===== src/rtl/rtr_out_port_rcvr.sv =====
// rtr_out_port_rcvr: receiver for one output port of the 4-port router.
// It requests a pending packet from the router and stages the incoming bytes.
// It checks the destination address and queues the bytes, with an
// end-of-packet marker, in a FIFO that feeds a valid/ready sink.
// Optional build macro RCVR_STATS_EN adds saturating packet/byte counters.
//
// state | meaning
// ------+-----------------------------------------------------------
// IDLE  | no transfer; admit a new packet when the FIFO has MAX_PKT free
// REQ   | data_rd high, waiting (bounded by TIMEOUT) for valid_out
// RECV  | packet streaming; staged byte pushed one cycle behind input
module rtr_out_port_rcvr #(
  parameter int PORT_ID    = 0,
  parameter int DATA_W     = 8,
  parameter int FIFO_DEPTH = 16,
  parameter int MAX_PKT    = 15,
  parameter int TIMEOUT    = 8
) (
  input  logic              clk,
  input  logic              reset,
  input  logic              rcv_rdy,
  input  logic              valid_out,
  input  logic [DATA_W-1:0] addr_out,
  input  logic [DATA_W-1:0] data_out,
  output logic              data_rd,
  output logic [DATA_W-1:0] m_data,
  output logic              m_last,
  output logic              m_valid,
  input  logic              m_ready,
  input  logic              clr_err,
  output logic              busy,
  output logic              err_timeout,
  output logic              err_addr,
  output logic              err_ovf
`ifdef RCVR_STATS_EN
  ,
  output logic [15:0]       pkt_count,
  output logic [15:0]       byte_count
`endif
);

  localparam int AW = $clog2(FIFO_DEPTH);
  localparam int CW = AW + 1;
  localparam int IW = $clog2(MAX_PKT + 1);
  localparam int TW = $clog2(TIMEOUT + 1);

  localparam logic [1:0] S_IDLE = 2'd0;
  localparam logic [1:0] S_REQ  = 2'd1;
  localparam logic [1:0] S_RECV = 2'd2;

  // Admit only when a maximum-length packet is guaranteed to fit.
  localparam logic [CW-1:0] ADMIT_MAX = CW'(FIFO_DEPTH - MAX_PKT);

  logic [1:0]        state;
  logic [TW-1:0]     wait_cnt;
  logic [IW-1:0]     byte_idx;
  logic [DATA_W-1:0] stage_data;
  logic              stage_vld;

  logic [DATA_W:0]   mem [FIFO_DEPTH];
  logic [AW-1:0]     wr_ptr;
  logic [AW-1:0]     rd_ptr;
  logic [CW-1:0]     count;
  logic [DATA_W:0]   head;
  logic              push;
  logic              push_last;
  logic              pop;
  logic              full;
  logic              admit;

  logic              timeout_evt;
  logic              addr_evt;
  logic              ovf_evt;

  assign admit   = (count <= ADMIT_MAX);
  assign full    = (count == CW'(FIFO_DEPTH));
  assign m_valid = (count != '0);
  assign pop     = m_valid & m_ready;
  assign head    = mem[rd_ptr];
  assign m_data  = m_valid ? head[DATA_W-1:0] : '0;
  assign m_last  = m_valid & head[DATA_W];
  assign busy    = (state != S_IDLE);

  assign timeout_evt = (state == S_REQ) && !valid_out && (wait_cnt == '0);
  assign addr_evt    = (state == S_REQ) && valid_out && (addr_out != DATA_W'(PORT_ID));
  assign ovf_evt     = (state == S_RECV) && valid_out && (byte_idx >= IW'(MAX_PKT));

  // Push the staged byte when the next byte arrives (last=0) or the packet ends (last=1).
  always_comb begin
    push      = 1'b0;
    push_last = 1'b0;
    if (state == S_RECV && stage_vld) begin
      if (!valid_out) begin
        push      = 1'b1;
        push_last = 1'b1;
      end else if (byte_idx < IW'(MAX_PKT)) begin
        push = 1'b1;
      end
    end
  end

  // Request/receive sequencer with the REQ timeout down-counter.
  always_ff @(posedge clk or negedge reset) begin
    if (!reset) begin
      state      <= S_IDLE;
      data_rd    <= 1'b0;
      wait_cnt   <= '0;
      byte_idx   <= '0;
      stage_data <= '0;
      stage_vld  <= 1'b0;
    end else begin
      case (state)
        S_IDLE: begin
          if (rcv_rdy && admit) begin
            state    <= S_REQ;
            data_rd  <= 1'b1;
            wait_cnt <= TW'(TIMEOUT - 1);
          end
        end
        S_REQ: begin
          if (valid_out) begin
            stage_data <= data_out;
            stage_vld  <= 1'b1;
            byte_idx   <= IW'(1);
            state      <= S_RECV;
          end else if (wait_cnt == '0) begin
            data_rd <= 1'b0;
            state   <= S_IDLE;
          end else begin
            wait_cnt <= wait_cnt - 1'b1;
          end
        end
        S_RECV: begin
          if (!valid_out) begin
            stage_vld <= 1'b0;
            byte_idx  <= '0;
            data_rd   <= 1'b0;
            state     <= S_IDLE;
          end else if (byte_idx < IW'(MAX_PKT)) begin
            stage_data <= data_out;
            byte_idx   <= byte_idx + 1'b1;
          end
        end
        default: begin
          state   <= S_IDLE;
          data_rd <= 1'b0;
        end
      endcase
    end
  end

  // Sticky error flags; a new event in the same cycle as clr_err keeps the flag set.
  always_ff @(posedge clk or negedge reset) begin
    if (!reset) begin
      err_timeout <= 1'b0;
      err_addr    <= 1'b0;
      err_ovf     <= 1'b0;
    end else begin
      err_timeout <= timeout_evt | (err_timeout & ~clr_err);
      err_addr    <= addr_evt    | (err_addr    & ~clr_err);
      err_ovf     <= ovf_evt     | (err_ovf     & ~clr_err);
    end
  end

  // FIFO storage; contents need no reset because the count gates visibility.
  always_ff @(posedge clk) begin
    if (push) mem[wr_ptr] <= {push_last, stage_data};
  end

  // FIFO pointers and occupancy.
  always_ff @(posedge clk or negedge reset) begin
    if (!reset) begin
      wr_ptr <= '0;
      rd_ptr <= '0;
      count  <= '0;
    end else begin
      if (push) wr_ptr <= wr_ptr + 1'b1;
      if (pop)  rd_ptr <= rd_ptr + 1'b1;
      case ({push, pop})
        2'b10:   count <= count + 1'b1;
        2'b01:   count <= count - 1'b1;
        default: count <= count;
      endcase
    end
  end

`ifdef RCVR_STATS_EN
  // Saturating traffic counters, cleared only by reset.
  always_ff @(posedge clk or negedge reset) begin
    if (!reset) begin
      pkt_count  <= '0;
      byte_count <= '0;
    end else begin
      if (push && push_last && pkt_count != 16'hFFFF) pkt_count <= pkt_count + 1'b1;
      if (push && byte_count != 16'hFFFF) byte_count <= byte_count + 1'b1;
    end
  end
`endif

`ifndef SYNTHESIS
  // Admission control should make a push into a full FIFO impossible.
  always @(posedge clk) begin
    if (reset) assert (!(push && full));
  end
`endif

endmodule

===== config.mk =====
export PLATFORM = sky130hd
export DESIGN_NAME = rtr_out_port_rcvr
export DESIGN_NICKNAME = d
export VERILOG_FILES = /design/src/rtl/rtr_out_port_rcvr.sv
export SDC_FILE = /design/constraint.sdc
export NUM_CORES = 1
export LEC_CHECK = 0
export BUFFER_PORTS_ARGS = -buffer_cell sky130_fd_sc_hd__buf_2
export CAP_MARGIN = 20
export CORE_MARGIN = 1
export CORE_UTILIZATION = 45
export DETAILED_ROUTE_END_ITERATION = 16
export PLACE_DENSITY = 0.71
export SETUP_SLACK_MARGIN = 0.1
export SLEW_MARGIN = 20
export SYNTH_ARGS = -nofsm -noshare
export SYNTH_HDL_FRONTEND = slang
export SYNTH_SLANG_ARGS = --single-unit

===== constraint.sdc =====
create_clock -name clk -period 2.7 [get_ports clk]
set_input_delay 0.27 -clock clk [delete_from_list [all_inputs] [get_ports clk]]
set_output_delay 0.27 -clock clk [all_outputs]
set_load 0.01 [all_outputs]

==> impl_results.md <==
- CP Buf/Inv Count: 2
- Unrepaired setup endpoints after global routing: true
- Distinct cell type count after synthesis: 44
- Die W: around 130 um
- Critical-path cell list: buf_12 > mux4_2 > mux2_2 > o21ai_1 > a21oi_1 > buf_2
- H-tree Lvls: 4
- Proportion of layout cells with a drive suffix above 1: 30.72%
- Startpoint types: register
- Worst Skew: roughly 15 ps
- Antenna violations before repair: 1
- Setup crit end kind: output pin
- Via count: approximately 4100
- Vias per inst: roughly 5.7
- Sequential share of the synthesized area: between 60 and 70%
- Peak VDD IR: roughly 0.52 mV
- Total die area: 0.01720 mm2
- Global-route wire length before repair: approximately 23 mm
- Hold Path Class: in -> reg
- Clk sinks: 180
- Pwr dens: between 1000 and 1500 mW/mm2
- Syn nets: 475
- Post-Syn Area: about 0.0075 mm2
- CP max FO: 7
- Number of global-route vias before repair: around 4300
- Grt ovf: 0
- Routed len/inst: 20.44 um
- Initial Util: between 40% and 50%
- Clk root buf: clkbuf_16
- Total track usage: roughly 18%
- Final hold viol count: 0
- Final design utilization: 54.61%
- Die Y: 131.1 um
- DRC viols: 0
- Top delay family on crit path: multiplexers
- Post-Syn Instances: between 400 and 500
- Syn. warnings: 0
- Relative slew slack: between 40 and 50%
- Num CTS Buffers: 17
- Worst-Margin Slew: 841.2 ps
- Setup TNS: 0 ps
- Crit Path Category: reg -> out
- Crit path required time: about 2400 ps
- Clock-pin slew on the worst setup and hold paths: 70 ps
- Gpl congestion: 0.7774
- Core region area: 0.01606 mm2
- Static Leakage: approximately 0.0031 uW
- Pre-antenna DRT Iters: 5
- Crit path time final: about 2600 ps
- Row count: between 40 and 50
- First DRT Iteration DRCs: 321
- TritonCTS clock tree: yes
- Status: finished, final reports clean
- CP peak stage delay: 510 ps
- Worst skew pair latency: ~440 ps
- Largest net degree at the start of global routing: 37
- Final setup viols: 0
- WL final: about 15 mm
- Final Cycle Share: between 90% and 100%
- Mean post-synth cell area: roughly 17 um2
- Max Freq: ~0.39 GHz
- Max Slew Vio Count: 0
- Detail Placement HPWL: 9.460 mm
- Slowest cell on crit path: dfrtp_2
- Most frequent cells in the layout: 144 x edfxtp_1, 36 x mux4_2, 36 x buf_2
- # port buffers: 36
- Number of synthesized register bits: 180
- Most common cell after layout, fill and taps aside: edfxtp_1
- Crit path DAT: ~2300 ps
- Max Cap Viol: 0
- Clock Path Buffers: 2
- Top-level port count: 37
- Nets: 535
- Antenna-violating nets left: 0
- Area Growth Syn to Fin: 16.88%
==> area by class of cell <==
class / count / area [um2]
Inverter: 15 / 56.30
Fill cell: 1254 / 7288
Clock inverter: 15 / 217.7
Antenna cell: 1 / 2.502
Multi-Input combinational cell: 222 / 2135
Clock buffer: 17 / 425.4
Sequential cell: 180 / 5226
Tap cell: 216 / 270.3
Timing Repair Buffer: 62 / 436.7
==> worst register-to-register path: stages (launching register included) <==
cell and delay [ps]:
dfrtp_1 430, inv_1 130, ha_1 150, or4b_4 560, and2_4 230, ha_1 260
nand4b_1 200, a21oi_1 200, xor2_1 160
==> sequential cells by signal (all words and copies together), names as in the netlist <==
signal,cells
err_ovf,1
byte_idx,4
err_timeout,1
state,2
wait_cnt,4
err_addr,1
wr_ptr,4
count,5
stage_vld,1
rd_ptr,4
mem,144
stage_data,8
data_rd,1
==> Yosys cell counts (all sizes together) <==
cell,instances,area share [%]
xor2,4,0.47
mux2i,11,1.5
o21ai,20,1.3
o211ai,2,0.27
o21bai,1,0.10
nand3b,2,0.20
nand4b,2,0.23
and2,3,0.28
nand2b,3,0.25
mux4,36,11
nor2,17,0.85
a31o,1,0.12
nor3b,1,0.10
or4b,1,0.18
dfrtp,36,12
edfxtp,144,58
buf,13,1.0
or3b,1,0.12
nor2b,2,0.17
a22oi,2,0.20
nor3,11,0.73
a41oi,2,0.23
ha,15,2.5
and3,1,0.083
nand3,6,0.40
mux2,18,2.8
a221o,1,0.13
inv,15,0.75
a31oi,1,0.083
xnor2,7,0.82
nand4,3,0.25
a21oi,19,1.3
o22ai,4,0.33
a22o,1,0.12
nand2,21,1.1
clkbuf,8,0.40
nor4,3,0.25
==> through the flow <==
stage | hold WS, ps | total power (uW) | setup WS, ps | instances | cell area [um2]
4_1_cts | 59.20 | 9776 | 124.4 | 726 | 8720
3_3_place_gp | 408.3 | 6951 | 415.9 | 691 | 8039
5_1_grt | 56.71 | 10270 | 60.00 | 727 | 8767
2_1_floorplan | -25.59 | 6139 | 281.4 | 438 | 7503
3_5_place_dp | 419.5 | 7109 | 344.6 | 691 | 8039
6_report | 70.18 | 9807 | 133.7 | 728 | 8770
==> path summary, 6_finish.rpt <==
kind	start	end	slack, ps	cells past startpoint
worst max-delay path	rd_ptr[1]	m_last	130	6
worst min-delay path	clr_err	err_addr	70	2
worst max register to register	count[1]	count[3]	290	8
worst min register to register	count[4]	count[4]	520	1
max in group asynchronous	reset	rd_ptr[1]	1630	2
min in group asynchronous	reset	wait_cnt[2]	480	2
==> report_power, final <==
part           total (uW)  leakage, uW  switching, uW  internal (uW)
logic                2910      0.00107           1450           1460
clock network        2640     0.000305           1140           1500
registers            4250      0.00173            618           3640
total                9810      0.00311           3210           6600
==> cells by family after synthesis <==
kind of cell	synth area share (%)
AO/OA/AOI/OAI	4.236
XOR/XNOR	1.284
adder cells (fa/ha/maj)	2.501
buffers and inverters	2.168
flip-flops	69.63
multiplexers	15.02
AND/OR/NAND/NOR	5.153
==> metal layers <==
layer	track usage, %	share of wire, %	routed length [um]
met4	4.902	1.1	157
met2	30.97	52	7746
met3	4.900	4.8	715
met1	23.26	42	6261
met5	0	0	0
==> repair_timing <==
item                                    4_1_cts  5_1_grt
endpoints found under the hold margin        36        0
hold buffers                                  1        0
resized for setup                             0        6
buffers inserted                              2        0
endpoints found under the setup margin        7        8
gates cloned                                  0        1
No activity file was read; power rests on OpenSTA's default activity.
